`src/rtl/acc_core.sv`:
```
// acc_core: AGC-flavoured accumulator CPU that runs one instruction per step pulse.
// Instructions and operands come over a generic synchronous read/write memory bus.
module acc_core #(
  parameter int            AW        = 12,
  parameter int            WW        = 15,
  parameter logic [AW-1:0] BOOT_ADDR = 12'h800,
  parameter logic [WW-1:0] G_INIT    = 15'h2A00
) (
  input  logic          clk,
  input  logic          rst,
  input  logic          step,
  output logic [AW-1:0] mem_addr,
  output logic          mem_rd,
  output logic          mem_wr,
  output logic [WW:0]   mem_wdata,
  input  logic [WW:0]   mem_rdata,
  output logic [WW-1:0] g_out,
  output logic [WW-1:0] a_out,
  output logic [AW-1:0] s_out,
  output logic          busy,
  output logic          inst_done
);

  typedef enum logic [2:0] {
    WAIT,
    FETCH,
    DECODE,
    EXEC0,
    EXEC1
  } state_t;

  localparam logic [2:0] OP_TCF  = 3'b001;
  localparam logic [2:0] OP_CA   = 3'b011;
  localparam logic [2:0] OP_CS   = 3'b100;
  localparam logic [2:0] OP_TS   = 3'b101;
  localparam logic [2:0] OP_AD   = 3'b110;
  localparam logic [2:0] OP_MASK = 3'b111;

  state_t        state;
  logic [AW-1:0] s_reg;
  logic [WW-1:0] g_reg;
  logic [WW-1:0] a_reg;

  logic [2:0]    opcode;
  logic [AW-1:0] dir;
  logic [WW-1:0] m_word;
  logic [WW:0]   ad_sum;
  logic [WW-1:0] ad_result;
  logic          is_load_op;
  logic          unused_rdata_msb;

  assign opcode           = g_reg[WW-1:WW-3];
  assign dir              = g_reg[AW-1:0];
  assign m_word           = mem_rdata[WW-1:0];
  assign unused_rdata_msb = mem_rdata[WW];
  assign is_load_op       = (opcode == OP_CA) || (opcode == OP_CS) ||
                            (opcode == OP_AD) || (opcode == OP_MASK);

  // One's-complement add: the carry out of the top bit wraps back into bit 0,
  // and an all-ones result (negative zero) is left as is.
  assign ad_sum    = {1'b0, a_reg} + {1'b0, m_word};
  assign ad_result = ad_sum[WW-1:0] + {{(WW-1){1'b0}}, ad_sum[WW]};

  // Bus drive; strobes are masked by reset so an aborted instruction never touches memory.
  always_comb begin
    mem_addr = s_reg;
    mem_rd   = 1'b0;
    mem_wr   = 1'b0;
    unique case (state)
      FETCH: mem_rd = 1'b1;
      EXEC0: begin
        if (is_load_op) begin
          mem_addr = dir;
          mem_rd   = 1'b1;
        end else if (opcode == OP_TS) begin
          mem_addr = dir;
          mem_wr   = 1'b1;
        end
      end
      EXEC1:   mem_addr = dir;
      default: ;
    endcase
    mem_rd = mem_rd & ~rst;
    mem_wr = mem_wr & ~rst;
  end

  assign mem_wdata = {1'b0, a_reg};

  always_ff @(posedge clk) begin
    if (rst) begin
      state     <= WAIT;
      s_reg     <= BOOT_ADDR;
      g_reg     <= G_INIT;
      a_reg     <= '0;
      busy      <= 1'b0;
      inst_done <= 1'b0;
    end else begin
      inst_done <= 1'b0;
      case (state)
        WAIT: begin
          if (step) begin
            state <= FETCH;
            busy  <= 1'b1;
          end
        end
        FETCH: state <= DECODE;
        DECODE: begin
          g_reg <= m_word;
          s_reg <= s_reg + 1'b1;
          state <= EXEC0;
        end
        EXEC0: begin
          if (is_load_op) begin
            state <= EXEC1;
          end else begin
            if (opcode == OP_TCF) s_reg <= dir;
            state     <= WAIT;
            busy      <= 1'b0;
            inst_done <= 1'b1;
          end
        end
        EXEC1: begin
          case (opcode)
            OP_CA:   a_reg <= m_word;
            OP_CS:   a_reg <= ~m_word;
            OP_AD:   a_reg <= ad_result;
            OP_MASK: a_reg <= a_reg & m_word;
            default: ;
          endcase
          state     <= WAIT;
          busy      <= 1'b0;
          inst_done <= 1'b1;
        end
        default: begin
          state <= WAIT;
          busy  <= 1'b0;
        end
      endcase
    end
  end

  assign g_out = g_reg;
  assign a_out = a_reg;
  assign s_out = s_reg;

endmodule

```
`config.mk`:
```
export PLATFORM = sky130hd
export DESIGN_NAME = acc_core
export DESIGN_NICKNAME = d
export VERILOG_FILES = /design/src/rtl/acc_core.sv
export SDC_FILE = /design/constraint.sdc
export NUM_CORES = 1
export LEC_CHECK = 0
export BUFFER_PORTS_ARGS = -buffer_cell sky130_fd_sc_hd__buf_2
export CAP_MARGIN = 0
export CELL_PAD_IN_SITES_DETAIL_PLACEMENT = 1
export CELL_PAD_IN_SITES_GLOBAL_PLACEMENT = 2
export CORE_ASPECT_RATIO = 1.4
export CORE_MARGIN = 8
export CORE_UTILIZATION = 28
export CTS_BUF_LIST = sky130_fd_sc_hd__clkbuf_8
export CTS_CLUSTER_SIZE = 12
export DETAILED_ROUTE_END_ITERATION = 7
export PLACE_DENSITY = 0.82
export SKIP_LAST_GASP = 1
export SLEW_MARGIN = 25
export SYNTH_ARGS = -nofsm -noshare
export SYNTH_HDL_FRONTEND = slang
export SYNTH_SLANG_ARGS = --single-unit
```
`constraint.sdc`:
```
create_clock -name clk -period 3.32 [get_ports clk]
set_input_delay 0.166 -clock clk [delete_from_list [all_inputs] [get_ports clk]]
set_output_delay 0.166 -clock clk [all_outputs]
set_load 0.1 [all_outputs]
```
# --- After elaboration in Yosys (flattened, before gate mapping) ---
# Index checks and enable logic that the tools add are counted.
word_totals:
  regBits: 47
  output_inout_bits: 74
  wordCells: 58
op_classes:
  add_sub_neg: 3
  eq_ne: 13
  mux: 20
  n_bitwise: 6
  reduce_logical: 10
op_table:
  columns: ["operator", "count"]
  rows:
  - ["$pmux 15 s4", 1]
  - ["$mux 12", 4]
  - ["$pmux 12 s2", 2]
  - ["$add 15x15->16", 1]
  - ["$add 15x1->15", 1]
  - ["$and 15x15->15", 1]
  - ["$eq 3x3->1 const B", 5]
  - ["$not 15->15", 1]
  - ["$add 12x1->12 const B", 1]
  - ["$pmux 3 s4", 1]
  - ["$eq 3x2->1 const B", 3]
  - ["$mux 1", 7]
  - ["$eq 3x1->1 const B", 2]
  - ["$mux 3", 2]
  - ["$ne 2x2->1 const B", 3]
  - ["$reduce_and 3->1", 2]
  - ["$pmux 1 s2", 2]
  - ["$reduce_bool 4->1", 1]
  - ["$logic_not 3->1", 1]
  - ["$logic_or 1x1->1", 3]
  - ["$pmux 1 s3", 1]
  - ["$and 1x1->1", 2]
  - ["$not 1->1", 2]
  - ["$reduce_and 2->1", 1]
  - ["2 further kinds", 2]

# --- Longest topological paths before layout ---
# Gate-level depths: netlist of the first run.
logic_depth:
  ltp_word: 7
  mapped_depth: 18
  mapped_depth_nobuf: 17

# --- Worst setup path before layout of the first run ---
# Ideal clock, no wire load.
synth_timing:
  kind: "reg-to-output"
  start: "register g_reg[14], in the netlist g_out[14]"
  end: "output mem_wr"
  arrival_ns: 4.758
  slack_ns: -1.604
  path_stages_with_launch: 4
  path_buffers: 2
  path_cell_list: "dfxtp_1 > clkbuf_1 > clkbuf_1 > nor4b_1"
synth_via:
  elab_chain_cells: 7
  word_cells_on_any_way: 12
  cone_classes: "eq/ne: 5; mux: 3; bitwise: 1; reduce/logical: 3"
synth_rtl:
  columns: ["element", "line_no", "source"]
  rows:
  - ["from (decl)", "41", "logic [WW-1:0] g_reg;"]
  - ["from (signal assigned)", "108", "g_reg <= m_word;"]
  - ["$eq 3x2->1 / $eq 3x3->1 (equally long branches)", "56", "assign is_load_op = (opcode == OP_CA) || (opcode == OP_CS) ||"]
  - ["$logic_or 1x1->1 (2 in series)", "56", null]
  - ["$logic_or 1x1->1", "57", "(opcode == OP_AD) || (opcode == OP_MASK);"]
  - ["$mux 1 *", "72", "if (is_load_op) begin"]
  - ["$mux 1 *", "69", "unique case (state)"]
  - ["$and 1x1->1 *", "84", "mem_wr = mem_wr & ~rst;"]
  - ["to (decl)", "14", "output logic mem_wr,"]
# Mark *: on every way between the ends. The rest lies on a longest branch, timed or not.

# --- Worst setup path in the final report of the first run ---
layout_timing:
  start: "register a_reg[2], in the netlist a_out[2]"
  end: "register a_reg[6], in the netlist a_out[6]"
layout_via:
  elab_chain_cells: 3
layout_rtl:
  columns: ["element", "line_no", "source"]
  rows:
  - ["from (decl)", "42", "logic [WW-1:0] a_reg;"]
  - ["from (signal assigned)", "124", "OP_CA: a_reg <= m_word;"]
  - ["from (signal assigned)", "125", "OP_CS: a_reg <= ~m_word;"]
  - ["from (signal assigned)", "126", "OP_AD: a_reg <= ad_result;"]
  - ["$add 15x15->16", "61", "assign ad_sum = {1'b0, a_reg} + {1'b0, m_word};"]
  - ["$add 15x1->15", "62", "assign ad_result = ad_sum[WW-1:0] + {{(WW-1){1'b0}}, ad_sum[WW]};"]
  - ["$pmux 15 s4", "123", "case (opcode)"]
# No other way between the ends.
# A chain may end at the register's enable or synchronous reset.

==> impl_metrics.csv, run 1 <==
group,metric,value,unit
outcome,status,"finished, violations left",
outcome,failed_checks,"setup timing",
setup_path,r2r_end,"a_out[6]",
setup_path,r2r_cells,18,
synth,synth-async-reset-ratio,0,%
die,die_w,116.1,um
die,dieHeight,156.2,um
placement,place_hpwl,12160,um
sta,finalCritPeriodShare,104.0,%
worst_hold_path,min_path_cells,2,
synth,syn_nets,577,
final_layout,syn2layout_area_growth,31.86,%
final_layout,drive_above_1_share,35.29,%
clocking,cts_buffers,5,
setup_path,r2r_start,"a_out[2]",
route,vias_per_cell,5.282,
synth,synth_seq_cells,47,
route,via_count,4416,
sta,period_needed,3.454,ns
synth,synth-edff-count,0,
setup_path,r2r_slack,-0.13,ns
route,drt_pass1_iterations,4,
clocking,clock_latency,0.32,ns
sta,rsz0062_at_grt,"true",
die,row_count,51,
die,die-area,0.01814,sq mm
sta,fin_ws,-0.1338,ns
placement,gp_congestion,0.8712,
sta,worst_slew_pin_slew,0.9915,ns
global_routing,grt_pass1_wl,24660,um
run,maxCapViolCount,0,
clocking,clock-sinks,47,
die,core_area,0.01385,sq mm
setup_path,cp_slowest_cell,"or4_4",
route,drc,0,
setup_path,critPathLaunchType,"flip-flop",
route,drt-initial-drc-count,193,
global_routing,grt_pass1_vias,4624,
setup_path,critPathArrivalTime,3.70,ns
clocking,cts_tree,"yes",
worst_hold_path,hold_end,"g_out[13]",
route,detail_route.wl_per_cell,18.36,um
sta,skew,0.007034,ns
clocking,path_clk_slew,0.11,ns
synth,syn_area_per_cell,7.294,sq um
setup_path,cp.buffers_inverters,1,
clocking,htree_num_levels,2,
setup_path,endpoint_kind,"flip-flop",
worst_hold_path,worstHoldStart,"mem_rdata[13]",
global_routing,grt_start_max_net_pins,48,
sta,hold_viol_final,0,
sta,max_freq,289.5,MHz
route,finalWirelength,15350,um
power_and_ir_drop,peakVddDrop,0.0001449,V
route,antenna_left,0,
power_and_ir_drop,powerDensity,288.6,mW/mm^2
final_layout,fillers,1743,
setup_path,cp.required,3.56,ns
die,ios,93,
setup_path,crit_fanout,2,
synth,synth_area,0.003931,sq mm
die,initial_core_util,28.39,%
worst_hold_path,hp-class,"input port to flip-flop",
final_layout,fin_util,37.44,%
power_and_ir_drop,leakage,2.226,nW
setup_path,cp_common_cell,"ha_4",
clocking,clock_path_buffers,2,
sta,hold_ws,0.1118,ns
sta,maxSlewHeadroom,33.90,%
global_routing,gr-total-overflow,0,
clocking,root_buffer,"clkbuf_8",
setup_path,path_delay_family,"compound AO/OA/AOI/OAI gates",
sta,slew_violations,0,
setup_path,crit_chain,"ha_4 > o211ai_1 > o21a_2 > a211oi_4 > o21ai_2 > nand2b_1 > a21o_1 > a21oi_2 > o21bai_1 > buf_4 > ha_4 > ha_4 > nand2_1 > or4_4 > xnor2_2 > a211oi_2 > or3_1 > a21oi_2",
final_layout,final_nets,686,
sta,setup_viol,2,
synth,ys_dominant_reg_cell,"dfxtp_1",
global_routing,track_usage,17.04,%
placement,portBuffers,90,
synth,yosys_warnings,0,
setup_path,worstSetupPathType,"flip-flop to flip-flop",
global_routing,antenna_found_initial,2,
synth,ys_types,74,
synth,seq_area_frac_synth,23.93,%
setup_path,critical_path.max_stage_delay,0.44,ns
synth,syn_inst,539,
-- where the power goes --
group / internal [W] / switching, W / leakage (nW)
sequential: 0.000576 / 0.0000260 / 0.390
combinational: 0.000136 / 0.000372 / 1.79
clock: 0.000149 / 0.000238 / 0.0461
-- how the worst max path moves through the flow --
stage	startpoint	to	slack [ns]	cells past startpoint
after floorplan	a_out[1]	a_out[9]	-0.12	17
after global placement	a_out[2]	a_out[6]	-0.13	18
after detailed placement	a_out[2]	a_out[6]	-0.25	18
after CTS	a_out[2]	a_out[6]	-0.12	18
after global routing	a_out[3]	a_out[6]	-0.28	18
final	a_out[2]	a_out[6]	-0.13	18
-- metal layers --
metal	routed length (um)	global-route usage, %	up-vias
li1	-	-	2139
met1	6213	18.89	2159
met2	8267	31.79	90
met3	452	1.705	28
met4	419	7.006	0
met5	0	0	-
-- sequential cells by signal, indices dropped and copies added (netlist names) --
| name | flops |
|---|---|
| a_out | 15 |
| state | 3 |
| s_out | 12 |
| g_out | 15 |
| busy | 1 |
| inst_done | 1 |
-- synthesized netlist by cell type, types with 12 or more instances --
| cell type | count | share of area, % |
|---|---|---|
| nor3_1 | 16 | 2.0 |
| o21ai_0 | 30 | 3.8 |
| buf_4 | 16 | 3.1 |
| nor2_1 | 52 | 5.0 |
| xnor2_1 | 13 | 2.9 |
| nand2_1 | 78 | 7.4 |
| clkbuf_1 | 29 | 2.8 |
| a21oi_1 | 46 | 5.9 |
| o22ai_1 | 14 | 2.2 |
| mux2_2 | 12 | 3.4 |
| inv_1 | 12 | 1.1 |
| ha_1 | 18 | 5.7 |
| dfxtp_1 | 47 | 24 |
| nand3_1 | 14 | 1.8 |
-- worst register-to-register path, stage by stage (launching register included) --
cell and delay [ns]:
dfxtp_4 0.37, ha_4 0.26, o211ai_1 0.12, o21a_2 0.25
a211oi_4 0.28, o21ai_2 0.09, nand2b_1 0.07, a21o_1 0.12
a21oi_2 0.05, o21bai_1 0.15, buf_4 0.15, ha_4 0.13
ha_4 0.12, nand2_1 0.06, or4_4 0.44, xnor2_2 0.16
a211oi_2 0.09, or3_1 0.34, a21oi_2 0.13
-- what timing repair did --
action / CTS / global route
hold buffers: 0 / 0
pin swaps: 7 / 4
gates cloned: 0 / 0
gates resized for setup: 8 / 8
endpoints found under the setup margin: 8 / 8
endpoints found under the hold margin: 0 / 0
buffers inserted: 2 / 1
-- cell usage in the layout, fill, tap and decap left out, types with 4 or more instances in the layout --
cell type / synthesis / final
a311oi_1: 4 / 4
xnor2_1: 13 / 12
nor3_1: 16 / 15
or3_1: 6 / 6
and2_1: 5 / 4
o211ai_1: 4 / 4
xor2_1: 4 / 4
o21ai_0: 30 / 26
mux2i_1: 9 / 9
nand3_1: 14 / 14
nor2b_1: 5 / 5
ha_1: 18 / 9
a21oi_1: 46 / 42
nand2b_1: 6 / 6
and3_1: 5 / 5
mux2_2: 12 / 12
ha_4: 0 / 8
a21o_1: 5 / 5
nor2_1: 52 / 51
o22ai_1: 14 / 14
nand3b_1: 4 / 4
a21oi_2: 0 / 4
o21ai_1: 3 / 5
a211oi_1: 11 / 8
nand4_1: 5 / 5
buf_4: 16 / 62
inv_1: 12 / 12
clkbuf_8: 0 / 5
dfxtp_1: 47 / 35
dfxtp_4: 0 / 10
buf_2: 3 / 90
nand2_1: 78 / 78
-- stage by stage --
step	power (W)	TNS, ns	std cells	cell area [sq um]	setup slack, ns
after floorplan	0.0009806	-0.1904	539	4104	-0.1169
after global placement	0.001105	-0.2030	824	4999	-0.1327
after detailed placement	0.001116	-0.6256	824	4999	-0.2496
after CTS	0.001503	-0.2282	834	5149	-0.1206
after global routing	0.001558	-0.8468	836	5184	-0.2803
final	0.001496	-0.1749	836	5184	-0.1338
-- final cells by class --
type	instances	area, sq um	area share, %
Sequential cell	47	980.9	18.92
Clock buffer	5	68.82	1.328
Timing Repair Buffer	153	935.9	18.05
Multi-Input combinational cell	429	2898	55.90
Antenna cell	2	5.005	0.09655
Tap cell	185	231.5	4.465
Inverter	12	45.04	0.8689
Clock inverter	3	18.77	0.3621
-- cell families after synthesis --
family	after synthesis	synth area share, %
other	1	0.09539
adder cells (fa/ha/maj)	19	6.238
XOR/XNOR	19	4.615
multiplexers	21	5.729
AND/OR/NAND/NOR	219	27.02
buffers and inverters	63	7.638
flip-flops	47	23.93
AO/OA/AOI/OAI	150	24.73
Note: power is estimated with default switching activity, not from simulation.
==> inputs of run 2 (changes only) <==
Settings changed: CORE_UTILIZATION 28 to 33, PLACE_DENSITY 0.82 to 0.9.
Clock period 3.32 ns to 4.2 ns, I/O delays scaled along.
==> run 2 against run 1 <==
Effect of this change: the run now ends clean; setup slack better by 0.51 ns; wire length is 8.5% lower; worst hold slack better by 0.055 ns; critical path depth is 2 lower; final cell count is 11% lower; highest routed layer unchanged.
==> impl_metrics.csv, run 2 (synthesis results as in run 1) <==
group,metric,value,unit
outcome,status,"finished, final reports clean",
sta,maxSlewHeadroom,37.71,%
die,die-area,0.01571,sq mm
route,finalWirelength,14040,um
power_and_ir_drop,powerDensity,267.6,mW/mm^2
clocking,cts_buffers,5,
placement,gp_congestion,0.9221,
global_routing,antenna_found_initial,1,
route,vias_per_cell,5.616,
sta,setup_viol,0,
die,core_area,0.01170,sq mm
setup_path,crit_fanout,5,
final_layout,syn2layout_area_growth,15.21,%
final_layout,drive_above_1_share,24.83,%
setup_path,endpoint_kind,"flip-flop",
sta,max_freq,261.6,MHz
placement,place_hpwl,11060,um
sta,worst_slew_pin_slew,0.9344,ns
global_routing,grt_pass1_wl,23110,um
route,antenna_left,0,
final_layout,stdcell_area,0.004529,sq mm
sta,fin_setup_tns,0,ns
worst_hold_path,hp-class,"input port to flip-flop",
clocking,cts_tree,"yes",
setup_path,critPathArrivalTime,4.03,ns
die,initial_core_util,33.59,%
setup_path,critPathLaunchType,"flip-flop",
route,drt_pass1_iterations,4,
route,via_count,4178,
clocking,clock_latency,0.31,ns
sta,skew,0.008272,ns
placement,dpl_cell_area,0.004400,sq mm
global_routing,grt_util_met3,1.950,%
sta,period_needed,3.822,ns
global_routing,track_usage,17.84,%
sta,hold_viol_final,0,
setup_path,worstSetupPathType,"flip-flop to flip-flop",
setup_path,cp.required,4.41,ns
placement,portBuffers,90,
route,detail_route.wl_per_cell,18.88,um
die,ios,93,
clocking,path_clk_slew,0.09,ns
clocking,cts.repair_timing.setup_buffer_count,0,
global_routing,gr-total-overflow,0,
sta,rsz0062_at_grt,"false",
final_layout,final_cell_mix,"buf_2 (90), nand2_1 (78), nor2_1 (52), a21oi_1 (46), dfxtp_1 (40)",
final_layout,fillers,1524,
die,die_w,108.2,um
final_layout,final_nets,633,
route,drc,0,
sta,fin_ws,0.3778,ns
die,row_count,47,
final_layout,multiInputGateArea,0.002705,sq mm
global_routing,grtUsageMet1,19.62,%
final_layout,register_area,949.7,sq um
clocking,clock-sinks,47,
power_and_ir_drop,leakage,1.954,nW
power_and_ir_drop,peakVddDrop,0.0001455,V
clocking,root_buffer,"clkbuf_8",
sta,slew_violations,0,
global_routing,grt_use_met2,33.16,%
global_routing,grt_start_max_net_pins,48,
run,maxCapViolCount,0,
sta,finalCritPeriodShare,91.01,%
clocking,htree_num_levels,2,
placement,pre_cts_ws,0.1393,ns
clocking,clock_path_buffers,2,
final_layout,layout_commonest_cell,"buf_2",
die,dieHeight,145.1,um
global_routing,busiest_layer,"met2",
route,drt-initial-drc-count,196,
global_routing,grt_pass1_vias,4519,
-- run 2: cell types whose count changed in the layout (fill, tap and decap cells not counted), moves of 5 or more --
cell     before  now
buf_4        62   10
dfxtp_1      35   40
dfxtp_2       2    7
dfxtp_4      10    0
ha_1          9   18
ha_4          8    0
-- run 2: cell type report --
cell class | instances | area share (%)
Sequential cell | 47 | 20.97
Clock buffer | 6 | 1.823
Timing Repair Buffer | 100 | 11.60
Inverter | 12 | 0.9945
Tap cell | 147 | 4.061
Clock inverter | 2 | 0.7735
Antenna cell | 1 | 0.05525
Multi-Input combinational cell | 429 | 59.72
-- run 2: worst max-delay path, stage by stage (launching register included) --
cell and delay (ns):
dfxtp_2 0.34, ha_1 0.36, a21oi_1 0.31, o21a_2 0.26, a211oi_2 0.10, o21ai_0 0.25
nand2b_1 0.08, a21o_1 0.18, a21oi_1 0.19, o21bai_2 0.12, ha_1 0.23, and3_1 0.17
nor3b_2 0.16, and4b_1 0.23, mux2i_1 0.13, a2111o_1 0.40, a311oi_2 0.23
-- run 2: routing by layer --
metal	vias to the layer above	routed length, um
met5	-	0
met4	0	304
met3	15	583
met2	88	7636
met1	2041	5519
li1	2034	-
-- run 2: final timing paths --
check / startpoint / endpoint / slack [ns] / cells past startpoint
max: a_out[4] / a_out[9] / 0.38 / 16
min: step / state[0] / 0.17 / 3
max reg2reg: a_out[4] / a_out[9] / 0.38 / 16
min reg2reg: a_out[2] / a_out[2] / 0.49 / 2
-- run 2: what timing repair did --
action / 4_1_cts / 5_1_grt
endpoints found under the setup margin: 0 / 3
hold buffers: 0 / 0
resized for setup: 0 / 2
-- run 2: metrics by stage --
| stage | util (%) | cells | power (W) | hold WS (ns) |
|---|---|---|---|---|
| after floorplan | - | 539 | 0.0007761 | 0.3278 |
| after global placement | 37.60 | 735 | 0.0008488 | 0.4606 |
| after detailed placement | 37.60 | 735 | 0.0008577 | 0.4782 |
| after CTS | 38.61 | 743 | 0.001226 | 0.1502 |
| after global routing | 38.70 | 744 | 0.001272 | 0.1617 |
| final | 38.70 | 744 | 0.001212 | 0.1665 |
-- run 2: report_power, final --
group          total, W  internal [W]  switching [W]
Clock          0.000364      0.000193       0.000171
Sequential     0.000487      0.000462      0.0000247
Combinational  0.000362     0.0000855       0.000276
Total           0.00121      0.000741       0.000471
==> inputs of run 3 (changes only) <==
Settings changed: CORE_MARGIN 8 to unset.
==> run 3 against run 2 <==
Effect of this change: via count about the same; sequential power about the same; combinational power is essentially flat; power down 7.3%.
==> impl_metrics.csv, run 3 (synthesis results as in run 1) <==
group,metric,value,unit
die,die-area,0.01236,sq mm
final_layout,drive_above_1_share,24.62,%
final_layout,layout_commonest_cell,"buf_2",
setup_path,crit_path_end,"a_out[6]",
final_layout,multiInputGateArea,0.002705,sq mm
placement,place_hpwl,10370,um
sta,worst_slew_pin_slew,0.9244,ns
clocking,root_buffer,"clkbuf_8",
global_routing,gr-total-overflow,0,
sta,slew_violations,0,
sta,max_freq,261.8,MHz
power_and_ir_drop,p_seq_share,43.4,%
clocking,clock_path_buffers,2,
setup_path,r2r_slack,0.38,ns
global_routing,track_usage,21.88,%
clocking,cts_buffers,5,
setup_path,critPathLaunchType,"flip-flop",
sta,hold_viol_final,0,
power_and_ir_drop,p_sw,0.0004628,W
clocking,cts_tree,"yes",
setup_path,r2r_start,"a_out[4]",
setup_path,critPathArrivalTime,4.05,ns
setup_path,endpoint_kind,"flip-flop",
route,drt-initial-drc-count,125,
final_layout,register_area,949.7,sq um
setup_path,worstSetupPathType,"flip-flop to flip-flop",
setup_path,crit_fanout,5,
sta,maxSlewHeadroom,38.38,%
final_layout,diodes,0,
clocking,clock-sinks,47,
placement,gp_congestion,0.8943,
die,die_w,94.25,um
setup_path,r2r_cells,17,
clocking,path_clk_slew,0.10,ns
run,maxCapViolCount,0,
final_layout,syn2layout_area_growth,14.32,%
die,dieHeight,131.1,um
route,finalWirelength,13160,um
route,vias_per_cell,5.640,
die,ios,93,
route,detail_route.wl_per_cell,17.76,um
power_and_ir_drop,clockPowerShare,24.7,%
clocking,clock_latency,0.31,ns
power_and_ir_drop,peakVddDrop,0.0001012,V
global_routing,grt_start_max_net_pins,48,
sta,fin_setup_tns,0,ns
sta,period_needed,3.819,ns
die,initial_core_util,34.32,%
route,drt_pass1_iterations,4,
sta,finalCritPeriodShare,90.93,%
setup_path,cp.required,4.44,ns
power_and_ir_drop,leakage,1.948,nW
global_routing,grt_pass1_vias,4306,
route,antenna_left,0,
route,via_count,4179,
sta,hold_ws,0.1636,ns
sta,setup_viol,0,
setup_path,setup.worst_path.start,"a_out[4]",
setup_path,r2r_end,"a_out[6]",
global_routing,antenna_found_initial,0,
outcome,status,"finished, final reports clean",
power_and_ir_drop,p_sw_share,41.19,%
clocking,htree_num_levels,2,
global_routing,grt_pass1_wl,21700,um
sta,skew,0.01163,ns
final_layout,fillers,1483,
die,core_area,0.01145,sq mm
die,row_count,46,
power_and_ir_drop,combPwrFrac,32.0,%
power_and_ir_drop,p_int,0.0006606,W
sta,rsz0062_at_grt,"false",
worst_hold_path,hp-class,"input port to flip-flop",
final_layout,final_cell_mix,"buf_2 (90), nand2_1 (78), nor2_1 (52), a21oi_1 (46), dfxtp_1 (40)",
final_layout,final_nets,634,
clocking,postCtsHoldBufs,0,
power_and_ir_drop,powerDensity,250.0,mW/mm^2
route,drc,0,
placement,portBuffers,90,
## run 3: changes by cell type in the layout (fill, tap and decap cells not counted)
cell / change
diode_2: -1
inv_1: +2
buf_4: +1
clkbuf_8: -1
bufinv_16: -1
## run 3: worst max-delay path: stages, from the launching register on
cell and delay [ns]:
dfxtp_2 0.35, ha_1 0.39, o211ai_1 0.16, o21a_2 0.26, a211oi_2 0.33, o21ai_0 0.18
nand2b_1 0.10, a21o_1 0.12, a21oi_1 0.07, o21bai_2 0.20, ha_1 0.20, ha_1 0.17
nand2_1 0.07, or4_1 0.43, xnor2_1 0.15, a211oi_1 0.08, or3_1 0.37, a21oi_1 0.12
## run 3: what timing repair did
item	4_1_cts	5_1_grt
setup buffers	0	0
resized for setup	0	2
setup endpoints to repair	0	7
## run 3: layout make-up
cell class | count | area share, %
multi-input cells | 429 | 60.19
flip-flops and latches | 47 | 21.13
clock buffers | 5 | 1.531
clock inverters | 3 | 0.2784
inverters | 12 | 1.002
well taps | 144 | 4.009
repair buffers | 101 | 11.86
## run 3: through the flow
step	cell area, sq um	utilization, %	worst slack (ns)	total power, W	cells
4_1_cts	4486	39.16	0.1240	0.001133	741
3_3_place_gp	4404	38.45	0.2467	0.0008481	733
2_1_floorplan	3946	-	0.09403	0.0007761	539
3_5_place_dp	4404	38.45	0.1157	0.0008569	733
5_1_grt	4494	39.24	0.04027	0.001176	741
6_report	4494	39.24	0.3808	0.001123	741
## run 3: worst min-delay path by stage
| stage | from | to | slack, ns | cells after the start |
|---|---|---|---|---|
| floorplan | mem_rdata[13] | g_out[13] | 0.33 | 1 |
| global route | mem_rdata[13] | g_out[13] | 0.17 | 2 |
| detailed placement | a_out[2] | a_out[2] | 0.47 | 2 |
| global placement | step | state[0] | 0.46 | 3 |
| CTS | step | state[0] | 0.16 | 3 |
| finish | step | state[0] | 0.16 | 3 |
## run 3: routing by layer
layer  share of wire (%)  vias to the layer above  GRT usage [%]
met5                   0                        -              0
met4                 3.3                        0          9.145
met3                 2.2                       27          1.910
met2                  52                       78          39.94
met1                  42                     2035          25.28
li1                    -                     2039              -
## run 3: power by group through the flow
stage	registers [W]	logic [W]	clock network, W
floorplan	0.000589	0.000188	0
global placement	0.000497	0.000351	0
detailed placement	0.000498	0.000359	0
CTS	0.000487	0.000360	0.000285
global route	0.000490	0.000385	0.000301
finish	0.000487	0.000359	0.000277
